===== src/rtl/skinny_pkg.sv =====
// ---------------------------------------------------------------------------
// skinny_pkg
// Shared definitions for the SKINNY-128 tweakey schedule:
//   W             - cell width in bits (only 8 is supported)
//   SKINNY_R_TK2  - round count for SKINNY-128-256 (TK1 + TK2)
//   SKINNY_R_TK3  - round count for SKINNY-128-384 (TK1 + TK2 + TK3)
//   state_e       - schedule FSM states
//   TWEAK_PT      - tweakey cell permutation (new cell i <- old cell PT[i])
//   lfsr_tk2/3    - per-byte LFSR steps applied to rows 0-1 after permuting
// ---------------------------------------------------------------------------
package skinny_pkg;

  localparam int unsigned W            = 8;
  localparam int unsigned SKINNY_R_TK2 = 48;
  localparam int unsigned SKINNY_R_TK3 = 56;

  typedef enum logic {
    IDLE = 1'b0,
    RUN  = 1'b1
  } state_e;

  // Cell c of the permuted word is taken from cell TWEAK_PT[c] of the input.
  localparam logic [3:0] TWEAK_PT [16] = '{
    4'd9, 4'd15, 4'd8, 4'd13, 4'd10, 4'd14, 4'd12, 4'd11,
    4'd0, 4'd1,  4'd2, 4'd3,  4'd4,  4'd5,  4'd6,  4'd7
  };

  // TK2 byte LFSR: (x7..x0) -> (x6..x0, x7^x5)
  function automatic logic [7:0] lfsr_tk2(input logic [7:0] x);
    return {x[6:0], x[7] ^ x[5]};
  endfunction

  // TK3 byte LFSR: (x7..x0) -> (x0^x6, x7..x1)
  function automatic logic [7:0] lfsr_tk3(input logic [7:0] x);
    return {x[0] ^ x[6], x[7:1]};
  endfunction

  // Apply the TK2 LFSR to every byte of the upper (rows 0-1) half.
  function automatic logic [63:0] lfsr_tk2_half(input logic [63:0] h);
    logic [63:0] r;
    r = 64'd0;
    for (int b = 0; b < 8; b++) begin
      r[8*b +: 8] = lfsr_tk2(h[8*b +: 8]);
    end
    return r;
  endfunction

  // Apply the TK3 LFSR to every byte of the upper (rows 0-1) half.
  function automatic logic [63:0] lfsr_tk3_half(input logic [63:0] h);
    logic [63:0] r;
    r = 64'd0;
    for (int b = 0; b < 8; b++) begin
      r[8*b +: 8] = lfsr_tk3(h[8*b +: 8]);
    end
    return r;
  endfunction

endpackage


===== src/rtl/TweakPerm.sv =====
// ---------------------------------------------------------------------------
// TweakPerm
// Pure combinational SKINNY tweakey cell permutation.
// Cell c occupies byte 15-c, i.e. cell 0 is the most significant byte.
// Ports:
//   tk_i  in  16*W : tweakey word before permutation
//   tk_o  out 16*W : permuted tweakey word
// ---------------------------------------------------------------------------
module TweakPerm #(
  parameter int unsigned W = 8
) (
  input  logic [16*W-1:0] tk_i,
  output logic [16*W-1:0] tk_o
);

  import skinny_pkg::*;

  for (genvar c = 0; c < 16; c++) begin : g_cell
    // Output cell c sits at byte 15-c; source cell TWEAK_PT[c] likewise.
    assign tk_o[(15-c)*W +: W] = tk_i[(15-int'(TWEAK_PT[c]))*W +: W];
  end

endmodule


===== src/rtl/skinny_tweakey_schedule.sv =====
// ---------------------------------------------------------------------------
// skinny_tweakey_schedule
// Iterative SKINNY-128 tweakey schedule. Captures TK1/TK2 (and TK3 when the
// SKINNY_TK3_EN macro is defined) on a load handshake, then presents one
// 64-bit round tweakey per round. After each consumed round every word is
// permuted by TweakPerm and the upper half of TK2/TK3 is stepped by its LFSR.
// Ports:
//   clk, rst             clock, synchronous active-high reset
//   in_valid / in_ready  load handshake (ready only while idle)
//   tk1_in, tk2_in       tweakey words, byte b at [8b+7:8b], cell c = byte 15-c
//   tk3_in               third tweakey word (SKINNY_TK3_EN only)
//   rtk / rtk_valid      round tweakey (XOR of upper halves) and its valid
//   rtk_ready            downstream consumes rtk this cycle
//   round_idx            round number of the key on rtk
//   done                 one-cycle pulse after the last round is consumed
// Build option: SKINNY_TK3_EN adds TK3 and raises the default R to 56.
// ---------------------------------------------------------------------------
module skinny_tweakey_schedule #(
  parameter int unsigned W = skinny_pkg::W,
`ifdef SKINNY_TK3_EN
  parameter int unsigned R = skinny_pkg::SKINNY_R_TK3
`else
  parameter int unsigned R = skinny_pkg::SKINNY_R_TK2
`endif
) (
  input  logic         clk,
  input  logic         rst,
  input  logic         in_valid,
  output logic         in_ready,
  input  logic [127:0] tk1_in,
  input  logic [127:0] tk2_in,
`ifdef SKINNY_TK3_EN
  input  logic [127:0] tk3_in,
`endif
  output logic [63:0]  rtk,
  output logic         rtk_valid,
  input  logic         rtk_ready,
  output logic [5:0]   round_idx,
  output logic         done
);

  import skinny_pkg::*;

  localparam logic [5:0] LAST_ROUND = 6'(R - 1);

  state_e       state_q, state_d;
  logic [127:0] tk1_q, tk1_d, tk1_perm_s;
  logic [127:0] tk2_q, tk2_d, tk2_perm_s;
  logic [5:0]   round_q, round_d;
  logic         done_q, done_d;
`ifdef SKINNY_TK3_EN
  logic [127:0] tk3_q, tk3_d, tk3_perm_s;
`endif

  TweakPerm #(.W(W)) u_perm_tk1 (.tk_i(tk1_q), .tk_o(tk1_perm_s));
  TweakPerm #(.W(W)) u_perm_tk2 (.tk_i(tk2_q), .tk_o(tk2_perm_s));
`ifdef SKINNY_TK3_EN
  TweakPerm #(.W(W)) u_perm_tk3 (.tk_i(tk3_q), .tk_o(tk3_perm_s));
`endif

  // Next-state logic: load, advance one round per consume, clear on finish.
  always_comb begin
    state_d = state_q;
    tk1_d   = tk1_q;
    tk2_d   = tk2_q;
`ifdef SKINNY_TK3_EN
    tk3_d   = tk3_q;
`endif
    round_d = round_q;
    done_d  = 1'b0;
    case (state_q)
      IDLE: begin
        if (in_valid) begin
          tk1_d   = tk1_in;
          tk2_d   = tk2_in;
`ifdef SKINNY_TK3_EN
          tk3_d   = tk3_in;
`endif
          round_d = 6'd0;
          state_d = RUN;
        end else begin
          state_d = IDLE;
        end
      end
      RUN: begin
        if (rtk_ready) begin
          if (round_q == LAST_ROUND) begin
            // Final key consumed: wipe key material so rtk reads 0 in IDLE.
            tk1_d   = 128'd0;
            tk2_d   = 128'd0;
`ifdef SKINNY_TK3_EN
            tk3_d   = 128'd0;
`endif
            round_d = 6'd0;
            done_d  = 1'b1;
            state_d = IDLE;
          end else begin
            // LFSRs only touch rows 0-1 (upper half) of the permuted word.
            tk1_d   = tk1_perm_s;
            tk2_d   = {lfsr_tk2_half(tk2_perm_s[127:64]), tk2_perm_s[63:0]};
`ifdef SKINNY_TK3_EN
            tk3_d   = {lfsr_tk3_half(tk3_perm_s[127:64]), tk3_perm_s[63:0]};
`endif
            round_d = round_q + 6'd1;
          end
        end else begin
          state_d = RUN;
        end
      end
      default: begin
        state_d = IDLE;
        tk1_d   = 128'd0;
        tk2_d   = 128'd0;
`ifdef SKINNY_TK3_EN
        tk3_d   = 128'd0;
`endif
        round_d = 6'd0;
      end
    endcase
  end

  // State and key registers with synchronous reset taking priority.
  always_ff @(posedge clk) begin
    if (rst) begin
      state_q <= IDLE;
      tk1_q   <= 128'd0;
      tk2_q   <= 128'd0;
`ifdef SKINNY_TK3_EN
      tk3_q   <= 128'd0;
`endif
      round_q <= 6'd0;
      done_q  <= 1'b0;
    end else begin
      state_q <= state_d;
      tk1_q   <= tk1_d;
      tk2_q   <= tk2_d;
`ifdef SKINNY_TK3_EN
      tk3_q   <= tk3_d;
`endif
      round_q <= round_d;
      done_q  <= done_d;
    end
  end

  assign in_ready  = (state_q == IDLE);
  assign rtk_valid = (state_q == RUN);
  assign round_idx = round_q;
  assign done      = done_q;
`ifdef SKINNY_TK3_EN
  assign rtk = tk1_q[127:64] ^ tk2_q[127:64] ^ tk3_q[127:64];
`else
  assign rtk = tk1_q[127:64] ^ tk2_q[127:64];
`endif

endmodule


===== config.mk =====
export PLATFORM = sky130hd
export DESIGN_NAME = skinny_tweakey_schedule
export DESIGN_NICKNAME = d
export VERILOG_FILES = /design/src/rtl/skinny_pkg.sv /design/src/rtl/TweakPerm.sv /design/src/rtl/skinny_tweakey_schedule.sv
export SDC_FILE = /design/constraint.sdc
export NUM_CORES = 1
export LEC_CHECK = 0
export CORE_ASPECT_RATIO = 1.1
export CORE_MARGIN = 5
export CORE_UTILIZATION = 33
export CTS_CLUSTER_DIAMETER = 60
export DETAILED_ROUTE_END_ITERATION = 6
export HOLD_SLACK_MARGIN = 0.05
export PLACE_DENSITY = 0.54
export SKIP_LAST_GASP = 1
export SLEW_MARGIN = 20
export SYNTH_ARGS = -nofsm -noshare
export SYNTH_HDL_FRONTEND = slang
export SYNTH_HIERARCHICAL = 1
export SYNTH_SLANG_ARGS = --single-unit

===== constraint.sdc =====
create_clock -name clk -period 2.6 [get_ports clk]
set_input_delay 0.52 -clock clk [delete_from_list [all_inputs] [get_ports clk]]
set_output_delay 0.52 -clock clk [all_outputs]
set_load 0.03 [all_outputs]

### After elaboration in Yosys (flattened, before gate mapping)

Index checks and enable logic that the tools add are counted.

| word-level totals | value |
|---|---|
| bits in registers | 264 |
| bits of input ports | 260 |
| output and inout port bits | 73 |
| word-level logic and storage cells | 39 |

| operators by class | value |
|---|---|
| add/subtract/negate cells | 1 |
| equality and inequality tests | 3 |
| muxes and demuxes | 17 |
| bitwise operators | 11 |
| reductions and logical operators | 2 |

Operator list:

| cell | count |
|---|---|
| 128-bit 2-to-1 mux | 6 |
| 128-bit case mux with 2 select lines | 2 |
| 64-bit bitwise XOR | 1 |
| 6-bit 2-to-1 mux | 3 |
| 6-bit case mux with 2 select lines | 1 |
| 1-bit bitwise XOR | 8 |
| 6-bit by 1-bit adder with 6-bit output (second input constant) | 1 |
| 6-bit equality test (second input constant) | 1 |
| 1-bit 2-to-1 mux | 4 |
| 2-bit != test (second input constant) | 2 |
| 3-bit OR reduction | 1 |
| 1-bit inverter | 2 |
| 1-bit case mux with 2 select lines | 1 |
| 2-bit AND reduction | 1 |

### Depth between registers and ports, before layout

| logic depth | value |
|---|---|
| depth after elaboration | 4 |
| mapped depth | 7 |
| mapped depth without buffers | 4 |

### Cells and area by module

The synthesis kept the hierarchy.

Modules (own cells, without submodules):

| module | instances | cells each | area an instance (um2) |
|---|---|---|---|
| skinny_tweakey_schedule | 1 | 1603 | 13466.7 |
| TweakPerm | 2 | 128 | 960.9 |

### Worst setup path after synthesis

Ideal clock, no wire load.

| timing path | value |
|---|---|
| path kind | register to output |
| from | register state_q (netlist: rtk_valid) |
| to | output in_ready |
| arrival time | 1.292 ns |
| data required time | 2.080 ns |
| slack | 0.788 ns |
| stages on the path, launching flop included | 6 |
| buffers on the path | 4 |
| cell sequence | dfxtp_1 > buf_4 > buf_4 > buf_4 > buf_2 > inv_1 |

| between the ends | value |
|---|---|
| word-level cells in the longest chain between the ends | 1 |

RTL lines:

| element | RTL line | source |
|---|---|---|
| start: declaration | skinny_tweakey_schedule.sv:46 | `state_e state_q, state_d;` |
| start signal: assignment | skinny_tweakey_schedule.sv:134 | `state_q <= state_d;` |
| 1-bit inverter (no source line) | -- |  |
| end: declaration | skinny_tweakey_schedule.sv:29 | `output logic in_ready,` |

No other way between the ends.

### Worst setup path in the final report

| timing path | value |
|---|---|
| from | register tk2_q[106] |
| to | output rtk[42] |

| between the ends | value |
|---|---|
| word-level cells in the longest chain between the ends | 1 |

RTL lines:

| element | RTL line | source |
|---|---|---|
| start: declaration | skinny_tweakey_schedule.sv:48 | `logic [127:0] tk2_q, tk2_d, tk2_perm_s;` |
| start signal: assignment | skinny_tweakey_schedule.sv:136 | `tk2_q <= tk2_d;` |
| 64-bit bitwise XOR | skinny_tweakey_schedule.sv:152 | `assign rtk = tk1_q[127:64] ^ tk2_q[127:64];` |
| end: declaration | skinny_tweakey_schedule.sv:35 | `output logic [63:0] rtk,` |

No other way between the ends.

==> results.txt <==
Critical path origin - tk2_q[106]
initial antenna violation count - 3
Mapped Area - 15,400 um2
Remaining Overflow, GRT - 0
RSZ-0062 raised after global routing - no
post-CTS setup buffer count - 0
Final Core Density - 0.395
DR vias/cell - 5.46
first drt pass iteration count - 5
final hold slack - 0.498 ns
Pwr per Cell Area - 678 nW/um2
leakage power - 0.00637 uW
Setup crit start kind - flip-flop
I/O Buffers - 332
Ant. Diodes - 0
CTS Buf Count - 34
GRT Total Usage - 0.215
asr flop ratio synth - 0
Synth cell types - 36
antenna viol nets, final - 0
Setup TNS - 0 ns
Setup-failing EPs final - 0
peak supply drop - 342 uV
area delta synth->final - 19.2%
H-tree levels - 2
share of cells above drive strength 1 - 0.0740
Final Hold Violating Endpoints - 0
flops & latches, synth - 264
clk slew on worst S/H paths - 0.06 ns
Syn Nets - 2,120
R2R Path Start - rtk_valid
Post-CTS Resized - 0
fin crit period - 2.53 ns
most common flop cell mapped by yosys - dfxtp_1
Critical Path RT - 2.08 ns
core box area - 46,400 um2
critical path type - flip-flop to primary output
sequential cell fraction of total power - 0.391
CTS tree - yes
Avg Cell Area, Syn - 8.28 um2
final wirelength - 57,600 um
dpl cells - 2,385
type of destination of the critical path - primary output
highest clock rate - 395 MHz
Non-Filler Instances - 2,446
Placement Rows - 83
power share of the clock group - 0.394
clk sinks - 264
DIE HEIGHT - 236 um
clk_lat worst skew - 0.52 ns
DIE AREA - 51,100 um2
CTS Hold Bufs - 0
cell chosen for the clock root - clkbuf_16
Switching Share - 0.303
Arr. time, crit path - 2.01 ns
crit path capture - rtk[42]
RR Endpoint - tk2_q[37]
Int Power - 8670 uW
remaining routing DRC violations - 0
HPWL after DPL - 41,900 um
Final GP Congestion - 0.841
I/O pin count - 333
largest net degree at the start of global routing - 121
Final Cycle Share - 0.974
Syn Inst Count - 1,859
Final Max Tran Viols - 0
Hold WC Path Type - flip-flop to flip-flop
Iter 0 DRT Violations - 1,150
Post-synth EDFFs - 0
clk buf depth - 3
Switch Pwr - 3770 uW
R2R depth - 5
Fin Clk Skew - 0.00933 ns
Worst slew margin - 0.454
DR vias - 13,400
Worst Tran Pin Value - 0.819 ns
YS warnings - 6
Routed wire per std cell - 23.6 um
register area share after synthesis - 0.343
R2R Setup Slk - 0.60 ns
maxcap violations - 0
Starting Density - 0.332
Worst Path Max Fanout - 3
vias in the first global route - 13,500
die span in x - 216 um
global-route wire length before repair - 85,600 um
Comb pwr share - 0.215
Final #Nets - 2,087
outcome - complete, no violations
==> critical path, cell delays in order, from the launching register on <==
cell and delay, ns:
dfxtp_1 0.52, xor2_1 0.26, clkdlybuf4s50_1 0.72
==> layout make-up <==
type / count / area, um2
Fill cell: 4705 / 28100
Multi-Input combinational cell: 1136 / 7100
Sequential cell: 264 / 5290
Timing Repair Buffer: 388 / 4020
Clock buffer: 51 / 1060
Tap cell: 595 / 744
Clock inverter: 10 / 115
Inverter: 2 / 15.0
==> cell usage in the layout (no fill, tap or decap), types with 2 or more instances in the layout <==
cell / Yosys / layout
clkdlybuf4s50_1: 0 / 331
dfxtp_1: 264 / 263
nor2_1: 259 / 259
o211ai_1: 258 / 258
o21ai_0: 255 / 255
a211oi_1: 237 / 237
xor2_1: 72 / 72
clkbuf_16: 0 / 37
buf_4: 271 / 34
buf_12: 0 / 22
a211oi_2: 20 / 20
clkbuf_8: 0 / 8
clkbuf_1: 66 / 6
o21ai_1: 5 / 5
nand2_1: 5 / 5
clkinv_2: 0 / 4
nand3_1: 3 / 3
a21oi_1: 3 / 3
a31oi_1: 2 / 2
clkinv_4: 0 / 2
inv_6: 0 / 2
bufinv_16: 0 / 2
==> power groups by stage <==
stage                     logic [uW]  registers (uW)  clock network [uW]
after global routing            2890            4890                5170
after CTS                       2700            4870                4980
after detailed placement        2680            4950                   0
final                           2680            4860                4900
after floorplan                 2030            4730                   0
after global placement          2670            4950                   0
==> per-layer routing <==
metal,global-route usage,part of all wire,wire [um],vias up
met5,0,0.00071,41,-
met4,0.0767,0.036,2100,6
met3,0.0433,0.058,3340,87
met2,0.373,0.49,28500,448
met1,0.264,0.41,23600,6358
li1,-,-,-,6463
==> worst min-delay path by stage <==
stage                         start         to  slack [ns]  cells past startpoint
after floorplan           tk1_q[50]  tk1_q[50]        0.48                      2
after global placement    tk1_q[62]  tk1_q[62]        0.49                      2
after detailed placement  tk1_q[50]  tk1_q[50]        0.49                      2
after CTS                  tk1_q[2]   tk1_q[2]        0.50                      2
after global routing      tk1_q[62]  tk1_q[62]        0.52                      2
final                     tk1_q[63]  tk1_q[63]        0.50                      2
==> registers in the layout, indices dropped and copies added, names as in the netlist <==
signal     cells
tk2_q        128
rtk_valid      1
tk1_q        128
done           1
round_idx      6
==> metrics by stage <==
| stage | power [uW] | cell area, um2 | setup slack, ns |
|---|---|---|---|
| 2_1_floorplan | 6760 | 15400 | 0.788 |
| 3_3_place_gp | 7610 | 17200 | 0.270 |
| 3_5_place_dp | 7640 | 17200 | 0.241 |
| 4_1_cts | 12500 | 18300 | 0.0178 |
| 5_1_grt | 13000 | 18300 | 0.0137 |
| 6_report | 12400 | 18300 | 0.0678 |
==> cell usage after synthesis (2+ instances only) <==
cell	number	area share
buf_2	77	0.025
nor2_1	259	0.063
a211oi_1	237	0.12
clkbuf_2	21	0.0068
o211ai_1	258	0.13
nand2_1	5	0.0012
nand3_1	3	0.00098
clkbuf_1	66	0.016
xor2_1	72	0.041
buf_6	22	0.016
a211oi_2	20	0.016
o21ai_0	255	0.083
a31oi_1	2	0.00081
dfxtp_1	264	0.34
a21oi_1	3	0.00098
o21ai_1	5	0.0016
buf_4	271	0.13
==> cells by family (layout without fill, tap and decap cells) <==
group	count (synthesis)	after routing	share of synthesized area
flip-flops	264	264	0.343
XOR/XNOR	72	72	0.0410
adder cells (fa/ha/maj)	1	1	0.000813
AND/OR/NAND/NOR	279	279	0.0712
AO/OA/AOI/OAI	782	782	0.345
buffers and inverters	459	451	0.197
multiplexers	2	2	0.00163
(Power assumes the default switching activity.)
